===== config.mk =====
export PLATFORM = sky130hd
export DESIGN_NAME = bfly_sequencer
export DESIGN_NICKNAME = d
export VERILOG_FILES = /design/src/rtl/fft_pkg.sv /design/src/rtl/bfly_addr_map.sv /design/src/rtl/bfly_sequencer.sv
export SDC_FILE = /design/constraint.sdc
export NUM_CORES = 1
export LEC_CHECK = 0
export ABC_CLOCK_PERIOD_IN_PS = 3600
export CAP_MARGIN = 25
export CORE_ASPECT_RATIO = 2
export CORE_MARGIN = 3
export CORE_UTILIZATION = 40
export DETAILED_ROUTE_END_ITERATION = 16
export SYNTH_ARGS = -nofsm -noshare
export SYNTH_HDL_FRONTEND = slang
export SYNTH_SLANG_ARGS = --single-unit

===== constraint.sdc =====
create_clock -name clk -period 3.6 [get_ports clk]
set_input_delay 0.36 -clock clk [delete_from_list [all_inputs] [get_ports clk]]
set_output_delay 0.36 -clock clk [all_outputs]
set_load 0.005 [all_outputs]

===== src/rtl/fft_pkg.sv =====
// Shared constants and types for the 256-point radix-2 FFT sequencer.
//   FFT_POINTS / FFT_STAGES : transform size and number of radix-2 stages
//   ADDR_W / TW_W           : sample-address and twiddle-index widths
//   seq_state_e             : sequencer FSM state encoding
package fft_pkg;

    localparam int unsigned FFT_POINTS = 256;
    localparam int unsigned FFT_STAGES = 8;
    localparam int unsigned ADDR_W     = 8;
    localparam int unsigned TW_W       = 7;
    localparam int unsigned STAGE_W    = 3;
    localparam int unsigned BIDX_W     = 7;

    typedef enum logic [2:0] {
        ST_IDLE   = 3'd0,
        ST_RUN    = 3'd1,
        ST_DRAIN  = 3'd2,
        ST_STROBE = 3'd3,
        ST_DONE   = 3'd4
    } seq_state_e;

endpackage


===== src/rtl/bfly_addr_map.sv =====
// Radix-2 DIT butterfly address generator (purely combinational).
//   stage_i       : stage s (0..7)
//   bfly_idx_i    : butterfly index k within the stage (0..127)
//   addr_a_o      : top-leg sample address
//   addr_b_o      : bottom-leg sample address (addr_a + span)
//   twiddle_idx_o : twiddle ROM index
module bfly_addr_map
    import fft_pkg::*;
(
    input  logic [STAGE_W-1:0] stage_i,
    input  logic [BIDX_W-1:0]  bfly_idx_i,
    output logic [ADDR_W-1:0]  addr_a_o,
    output logic [ADDR_W-1:0]  addr_b_o,
    output logic [TW_W-1:0]    twiddle_idx_o
);

    logic [ADDR_W-1:0] k_ext;
    logic [ADDR_W-1:0] span;
    logic [ADDR_W-1:0] low_mask;
    logic [ADDR_W-1:0] addr_a;
    logic [ADDR_W-1:0] tw_full;

    always_comb begin
        k_ext    = {1'b0, bfly_idx_i};
        span     = ADDR_W'(1) << stage_i;
        low_mask = span - ADDR_W'(1);
        // Insert a zero bit at position s of k: upper bits move up one place.
        // Shift amount is widened so s+1 = 8 does not wrap to 0.
        addr_a   = ((k_ext >> stage_i) << ({1'b0, stage_i} + 4'd1)) | (k_ext & low_mask);
        tw_full  = (k_ext & low_mask) << (3'd7 - stage_i);
    end

    assign addr_a_o      = addr_a;
    assign addr_b_o      = addr_a + span;
    assign twiddle_idx_o = tw_full[TW_W-1:0];

endmodule


===== src/rtl/bfly_sequencer.sv =====
// Butterfly sequencer for a 256-point radix-2 DIT FFT.
// Walks 8 stages x 128 butterflies, waits BFLY_LAT cycles of datapath
// write-back after each stage, then pulses stage_strobe.
//   clk, reset   : clock, synchronous active-high reset
//   start        : one-cycle run request, honoured only in IDLE
//   bfly_ready   : datapath accepts the presented butterfly
//   bfly_valid   : addr_a/addr_b/twiddle_idx hold a valid butterfly
//   addr_a/addr_b/twiddle_idx : butterfly addresses and twiddle index
//   stage_strobe : one pulse per completed stage (stage counter enable)
//   clear        : one pulse at FFT start (stage counter clear)
//   busy         : high outside IDLE
//   fft_done     : one pulse after the 8th stage strobe
module bfly_sequencer
    import fft_pkg::*;
#(
    parameter int unsigned BFLY_LAT = 4
) (
    input  logic              clk,
    input  logic              reset,
    input  logic              start,
    input  logic              bfly_ready,
    output logic              bfly_valid,
    output logic [ADDR_W-1:0] addr_a,
    output logic [ADDR_W-1:0] addr_b,
    output logic [TW_W-1:0]   twiddle_idx,
    output logic              stage_strobe,
    output logic              clear,
    output logic              busy,
    output logic              fft_done
);

    localparam logic [BIDX_W-1:0]  K_LAST = '1;
    localparam logic [STAGE_W-1:0] S_LAST = '1;

    seq_state_e         state_q, state_d;
    logic [STAGE_W-1:0] s_q, s_d;
    logic [BIDX_W-1:0]  k_q, k_d;
    logic [3:0]         drain_q, drain_d;

    always_comb begin
        state_d = state_q;
        s_d     = s_q;
        k_d     = k_q;
        drain_d = drain_q;
        unique case (state_q)
            ST_IDLE: begin
                if (start) begin
                    s_d     = '0;
                    k_d     = '0;
                    state_d = ST_RUN;
                end
            end
            ST_RUN: begin
                if (bfly_ready) begin
                    if (k_q == K_LAST) begin
                        drain_d = 4'(BFLY_LAT);
                        state_d = ST_DRAIN;
                    end else begin
                        k_d = k_q + BIDX_W'(1);
                    end
                end
            end
            ST_DRAIN: begin
                drain_d = drain_q - 4'd1;
                if (drain_q <= 4'd1) begin
                    state_d = ST_STROBE;
                end
            end
            ST_STROBE: begin
                if (s_q == S_LAST) begin
                    state_d = ST_DONE;
                end else begin
                    s_d     = s_q + STAGE_W'(1);
                    k_d     = '0;
                    state_d = ST_RUN;
                end
            end
            ST_DONE: begin
                state_d = ST_IDLE;
            end
            default: begin
                state_d = ST_IDLE;
            end
        endcase
    end

    always_ff @(posedge clk) begin
        if (reset) begin
            state_q <= ST_IDLE;
            s_q     <= '0;
            k_q     <= '0;
            drain_q <= '0;
        end else begin
            state_q <= state_d;
            s_q     <= s_d;
            k_q     <= k_d;
            drain_q <= drain_d;
        end
    end

    bfly_addr_map u_addr_map (
        .stage_i       (s_q),
        .bfly_idx_i    (k_q),
        .addr_a_o      (addr_a),
        .addr_b_o      (addr_b),
        .twiddle_idx_o (twiddle_idx)
    );

    // Status outputs are masked by reset so they read 0 even in the reset
    // cycle before the state register has been forced to IDLE.
    assign bfly_valid   = (state_q == ST_RUN)    & ~reset;
    assign stage_strobe = (state_q == ST_STROBE) & ~reset;
    assign fft_done     = (state_q == ST_DONE)   & ~reset;
    assign busy         = (state_q != ST_IDLE)   & ~reset;
    assign clear        = (state_q == ST_IDLE)   & start & ~reset;

endmodule


==> results of run 1 <==
## layout by cell type, fill, tap and decap left out, drive strengths merged, types with 4 or more instances in the layout
master / count
buf: 96
nor2: 33
nand2: 32
clkdlybuf4s50: 26
a21oi: 20
dfxtp: 17
o21ai: 16
ha: 16
nand3: 14
mux2i: 13
inv: 10
nor2b: 9
xor2: 8
nor3: 8
xnor2: 7
nand2b: 7
and2: 6
mux2: 6
a21o: 5
a211oi: 5
a31oi: 4
o211ai: 4
clkbuf: 4
## timing repair
item	4_1_cts	5_1_grt
setup endpoints to repair	5	6
setup buffers	14	17
pin swaps	6	23
resized for setup	32	42
hold buffers	0	0
cloned	0	1
## cell families (layout without fill, tap and decap cells)
kind of cell / count (synthesis) / count (layout) / share of synthesized area, %
DFF: 17 / 17 / 15.2
muxes: 19 / 19 / 8.97
adders and majority gates: 17 / 17 / 9.80
AOI/OAI and AO/OA: 80 / 80 / 25.7
xor gates and xnor gates: 15 / 15 / 5.85
buffers and inverters: 34 / 139 / 6.80
and+or+nand+nor: 127 / 127 / 27.7
## sequential cells by signal (all words and copies together) (netlist names)
signal   count
s_q          3
state_q      3
k_q          7
drain_q      4
## tightest hold or removal path, stage by stage, from the launching register on
cell and delay, ns:
dfxtp_1 0.35, a31oi_1 0.09, nor2_1 0.08
## power groups by stage
| stage | Combinational, mW | Sequential, mW | Clock (mW) |
|---|---|---|---|
| after floorplan | 0.130 | 0.198 | 0 |
| after global placement | 0.239 | 0.200 | 0 |
| after detailed placement | 0.241 | 0.201 | 0 |
| after CTS | 0.251 | 0.196 | 0.149 |
| after global routing | 0.329 | 0.199 | 0.156 |
| final | 0.305 | 0.198 | 0.148 |
## final cells by class
type	instances	share of cell area [%]
clock buffers	3	1.18
clock inverters	1	0.143
inverters	10	1.07
multi-input cells	258	55.2
flip-flops and latches	17	9.96
well taps	60	2.14
repair buffers	125	30.3
## worst max-delay path by stage
stage,from,end,cells after the start
2_1_floorplan,s_q[0],addr_b[6],13
3_3_place_gp,s_q[0],addr_b[5],16
3_5_place_dp,s_q[0],addr_b[5],16
4_1_cts,s_q[1],addr_b[6],16
5_1_grt,s_q[1],addr_b[4],13
6_report,s_q[1],addr_b[6],15
## routing by layer
metal | routed length (µm) | global-route usage (%) | up-vias
met5 | 0 | 0 | -
met4 | 554 | 16.2 | 0
met3 | 292 | 1.86 | 36
met2 | 4520 | 45.5 | 99
met1 | 2810 | 21.4 | 1279
li1 | - | - | 1323
==> results.cfg, run 1 <==
[status]
status = complete, no violations

[critical_path]
max_stage_delay_ns = 0.38
path_cells = inv_2, buf_4, ha_4, inv_2, buf_6, a41o_1, buf_4, fa_2, a21o_1, a21oi_4, buf_6, nor2_1, or3_1, o2111ai_1, buf_2
worst-path-buf-inv = 7
required_ns = 3.24
r2r_cells = 8
timing.rr.end = s_q[2]
crit_family = buffers and inverters
crit_fanout = 5
cp-end-kind = primary output
crit_path_top_delay_cell = dfxtp_4
critPathLaunchType = register
worst_r2r_startpoint = s_q[1]
critPathKind = reg -> out
reg2reg_slack_ns = 1.25
crit_arrival_ns = 3.20

[detailed_routing]
wire_per_inst_um = 17.2
antenna_left = 0
viasPerCell = 5.77
drt-initial-drc-count = 123
vias = 2737
wl_um = 8170
remaining_drc_errors = 0
drt_first_pass_iters = 4

[yosys]
syn-cell-area_mm2 = 0.00225
synthCells = 309
ys_ff_latch = 17
seq_area_frac_synth_pct = 15.2
synth_cell_types = 62
syn_area_per_cell_um2 = 7.27
yosysTopAreaCell = dfxtp_1
yosys_warnings = 0
async_reset_ff_share_pct = 0
yosys-top-cells-area = dfxtp_1, ha_1, mux2i_1, nor2_1, nand2_1
synth_top_area_share_pct = 15.2
yosysMostFrequentCell = nor2_1
synth_edf_count = 0
netlist_top_cells_count = nor2_1, nand2_1, a21oi_1
synthFlopType = dfxtp_1
synth_fp_nets = 330

[global_routing]
grt_pass1_vias = 2694
grt_overflow = 0
antenna_found_initial = 0
grt_usage_pct = 23.6
grt_pass1_wl_um = 12200
grt_max_degree = 18

[placed_design]
place.gp.congestion = 0.912
hpwl_um = 5930
place_area_mm2 = 0.00299
dp_cells = 439
portBuffers = 31
pre_cts_slack_ns = -0.164

[final_layout]
final_cell_area_mm2 = 0.00350
num-nets-final = 436
finalCoreUtilization_pct = 64.6
areaGrowthSynthToFinish_pct = 56.0
regArea_um2 = 349
instances_no_fill = 474
multiInputGateArea_mm2 = 0.00193
drive_above_1_share_pct = 37.0
fill_cells = 471
antenna_cells = 0

[pwr]
clockPowerShare_pct = 22.7
combPwrFrac_pct = 46.9
intPower_uw = 434
p_sw_uw = 217
switching_share_pct = 33.4
ir_worst_vdd_mv = 0.255
total_power_uw = 651
seq_power_share_pct = 30.4
cellLeakagePower_nw = 1.53
powerDensity_mw_per_mm2 = 186

[clocking]
cts_sinks = 17
cts_root_buf = clkbuf_8
numCtsBuffers = 3
cts_tree = built
htree_levels = 1
clk_latency_ns = 0.26
cts_buffer_depth = 2
path_clk_slew_ns = 0.06

[floorplan]
ios = 32
die_y_um = 112
dieArea_mm2 = 0.00660
num_rows = 38
initial_core_util_pct = 41.4
core-area_mm2 = 0.00542
die_width_um = 59.0

[hold_path]
holdPathEnd = drain_q[1]
hold_path.class = reg -> reg
holdPathStages = 2
min_from = drain_q[1]

[timing]
finalCritPeriodShare_pct = 99.0
whs_ns = 0.551
final-setup-viol-count = 0
finClkSkew_ns = 0.00784
worst_pin_slew_ns = 0.651
final-hold-violation-count = 0
slew_violations = 0
setup-tns-final_ns = 0
max_freq_mhz = 281
relSlewSlack_pct = 56.3
period_minus_slack_ns = 3.56
setup_slack_ns = 0.0361

[job]
drv_cap = 0
No activity file was read; power rests on OpenSTA's default activity.
==> run 2, diff against run 1 <==
--- a/config.mk
+++ b/config.mk
@@ -7,7 +7,7 @@
 export LEC_CHECK = 0
 export ABC_CLOCK_PERIOD_IN_PS = 3600
 export CAP_MARGIN = 25
-export CORE_ASPECT_RATIO = 2
+export CORE_ASPECT_RATIO = 1.25
 export CORE_MARGIN = 3
 export CORE_UTILIZATION = 40
 export DETAILED_ROUTE_END_ITERATION = 16
==> run 2 against run 1 <==
Combinational power decreased by 10%; utilization decreased by 1.4 points; die area decreased by 0.74%; critical endpoint unchanged; via count decreased by 5.6%; critical path depth unchanged; critical path type unchanged.
==> results.cfg, run 2 (same netlist as run 1, synthesis figures left out) <==
[placed_design]
dp_cells = 441
place.gp.congestion = 0.903
hpwl_um = 5300
portBuffers = 31

[final_layout]
instances_no_fill = 461
final_common_cell = buf_4
finalCoreUtilization_pct = 63.3
layout_common_cells = buf_4, nor2_1, nand2_1
num-nets-final = 421
areaGrowthSynthToFinish_pct = 48.2
antenna_cells = 0
largest_registers = k_q: 7 flops, drain_q: 4 flops
drive_above_1_share_pct = 33.8
largest_reg_flops = 7
fill_cells = 480
top_register = k_q

[detailed_routing]
antenna_left = 0
drt-initial-drc-count = 140
met2_length_um = 3720
wl_met3_um = 247
dr.max_layer_used = met4
wire_per_inst_um = 15.2
vias = 2583
wl_met1_um = 2890
drt_first_pass_iters = 4
wl_um = 7020
viasPerCell = 5.60
remaining_drc_errors = 0

[critical_path]
crit_path_top_delay_cell = fa_2
path_cells = inv_2, buf_4, ha_4, nand2_2, ha_2, nor2b_2, a41o_4, fa_2, a21o_1, a21oi_2, buf_4, nor2_1, or3_1, o2111ai_1, buf_2
max_stage_delay_ns = 0.37
critPathLaunchType = register
crit_arrival_ns = 3.14
critPathKind = reg -> out
crit_fanout = 3
crit_family = adder cells
cp-end-kind = primary output
required_ns = 3.24
worst-path-buf-inv = 4
crit_top_cell = buf_4

[timing]
setup-tns-final_ns = 0
final-hold-violation-count = 0
whs_ns = 0.556
worst_pin_slew_ns = 0.556
relSlewSlack_pct = 62.7
period_minus_slack_ns = 3.50
final-setup-viol-count = 0
max_freq_mhz = 286
slew_violations = 0
finClkSkew_ns = 0.00366
rsz0062_at_grt = yes
finalCritPeriodShare_pct = 97.1

[floorplan]
core-area_mm2 = 0.00526
dieArea_mm2 = 0.00656
die_width_um = 73.0
num_rows = 29
initial_core_util_pct = 42.7
ios = 32
die_y_um = 89.8

[global_routing]
grt_overflow = 0
antenna_found_initial = 0
grt_usage_pct = 20.2
grt_pass1_wl_um = 11100
grt_max_degree = 19
grt_pass1_vias = 2404

[hold_path]
hold_path.class = reg -> reg

[clocking]
clk_latency_ns = 0.25
htree_levels = 1
path_clk_slew_ns = 0.07
cts_sinks = 17
cts_root_buf = clkbuf_8
numCtsBuffers = 3
cts_hold_buf = 0
cts_tree = built
cts_buffer_depth = 2

[job]
drv_cap = 0

[pwr]
ir_worst_vdd_mv = 0.223
cellLeakagePower_nw = 1.41
powerDensity_mw_per_mm2 = 185

[status]
status = complete, no violations
[run 2: power by group]
group	internal [mW]	switching [mW]	total (mW)
clock	0.0769	0.0679	0.145
combinational	0.144	0.130	0.273
sequential	0.192	0.00531	0.197
total	0.413	0.203	0.615
[run 2: worst reg2reg max path: stages, from the launching register on]
cell	delay [ns]
dfxtp_2	0.34
buf_6	0.13
ha_2	0.19
buf_4	0.13
ha_1	0.24
or2_2	0.38
a21oi_1	0.31
a21o_1	0.32
a2bb2oi_1	0.12
[run 2: cell type report]
class	count	area, µm²	share of cell area [%]
Sequential cell	17	344	10.3
Clock buffer	3	41.3	1.24
Multi-Input combinational cell	258	1910	57.5
Inverter	10	37.5	1.13
Timing Repair Buffer	110	910	27.3
Tap cell	62	77.6	2.33
Clock inverter	1	5.00	0.150
[run 2: final timing paths]
check                           startpoint         end  slack [ns]  cells after the start
worst max-delay path                s_q[1]   addr_b[6]        0.10                     15
worst min-delay path            drain_q[1]  drain_q[1]        0.56                      2
worst max register to register      s_q[0]      s_q[1]        1.32                      8
worst min register to register  drain_q[1]  drain_q[1]        0.56                      2
[run 2: through the flow]
stage,setup slack (ns),area [µm²],power [mW]
after floorplan,0.103,2250,0.328
after global placement,-0.180,2990,0.438
after detailed placement,-0.199,2990,0.439
after CTS,-0.0719,3160,0.590
after global routing,-0.0622,3330,0.647
final,0.103,3330,0.615
[run 2: layer usage]
layer,vias to the layer above,track usage (%)
li1,1289,-
met2,76,38.5
met3,15,0.670
met1,1203,23.7
met4,0,4.92
met5,-,0
[run 2: repair_timing]
| item | 4_1_cts | 5_1_grt |
|---|---|---|
| gates resized for setup | 27 | 33 |
| endpoints found under the setup margin | 4 | 6 |
| hold endpoints to repair | 0 | 0 |
| buffers inserted | 9 | 7 |
| pin swaps | 7 | 14 |
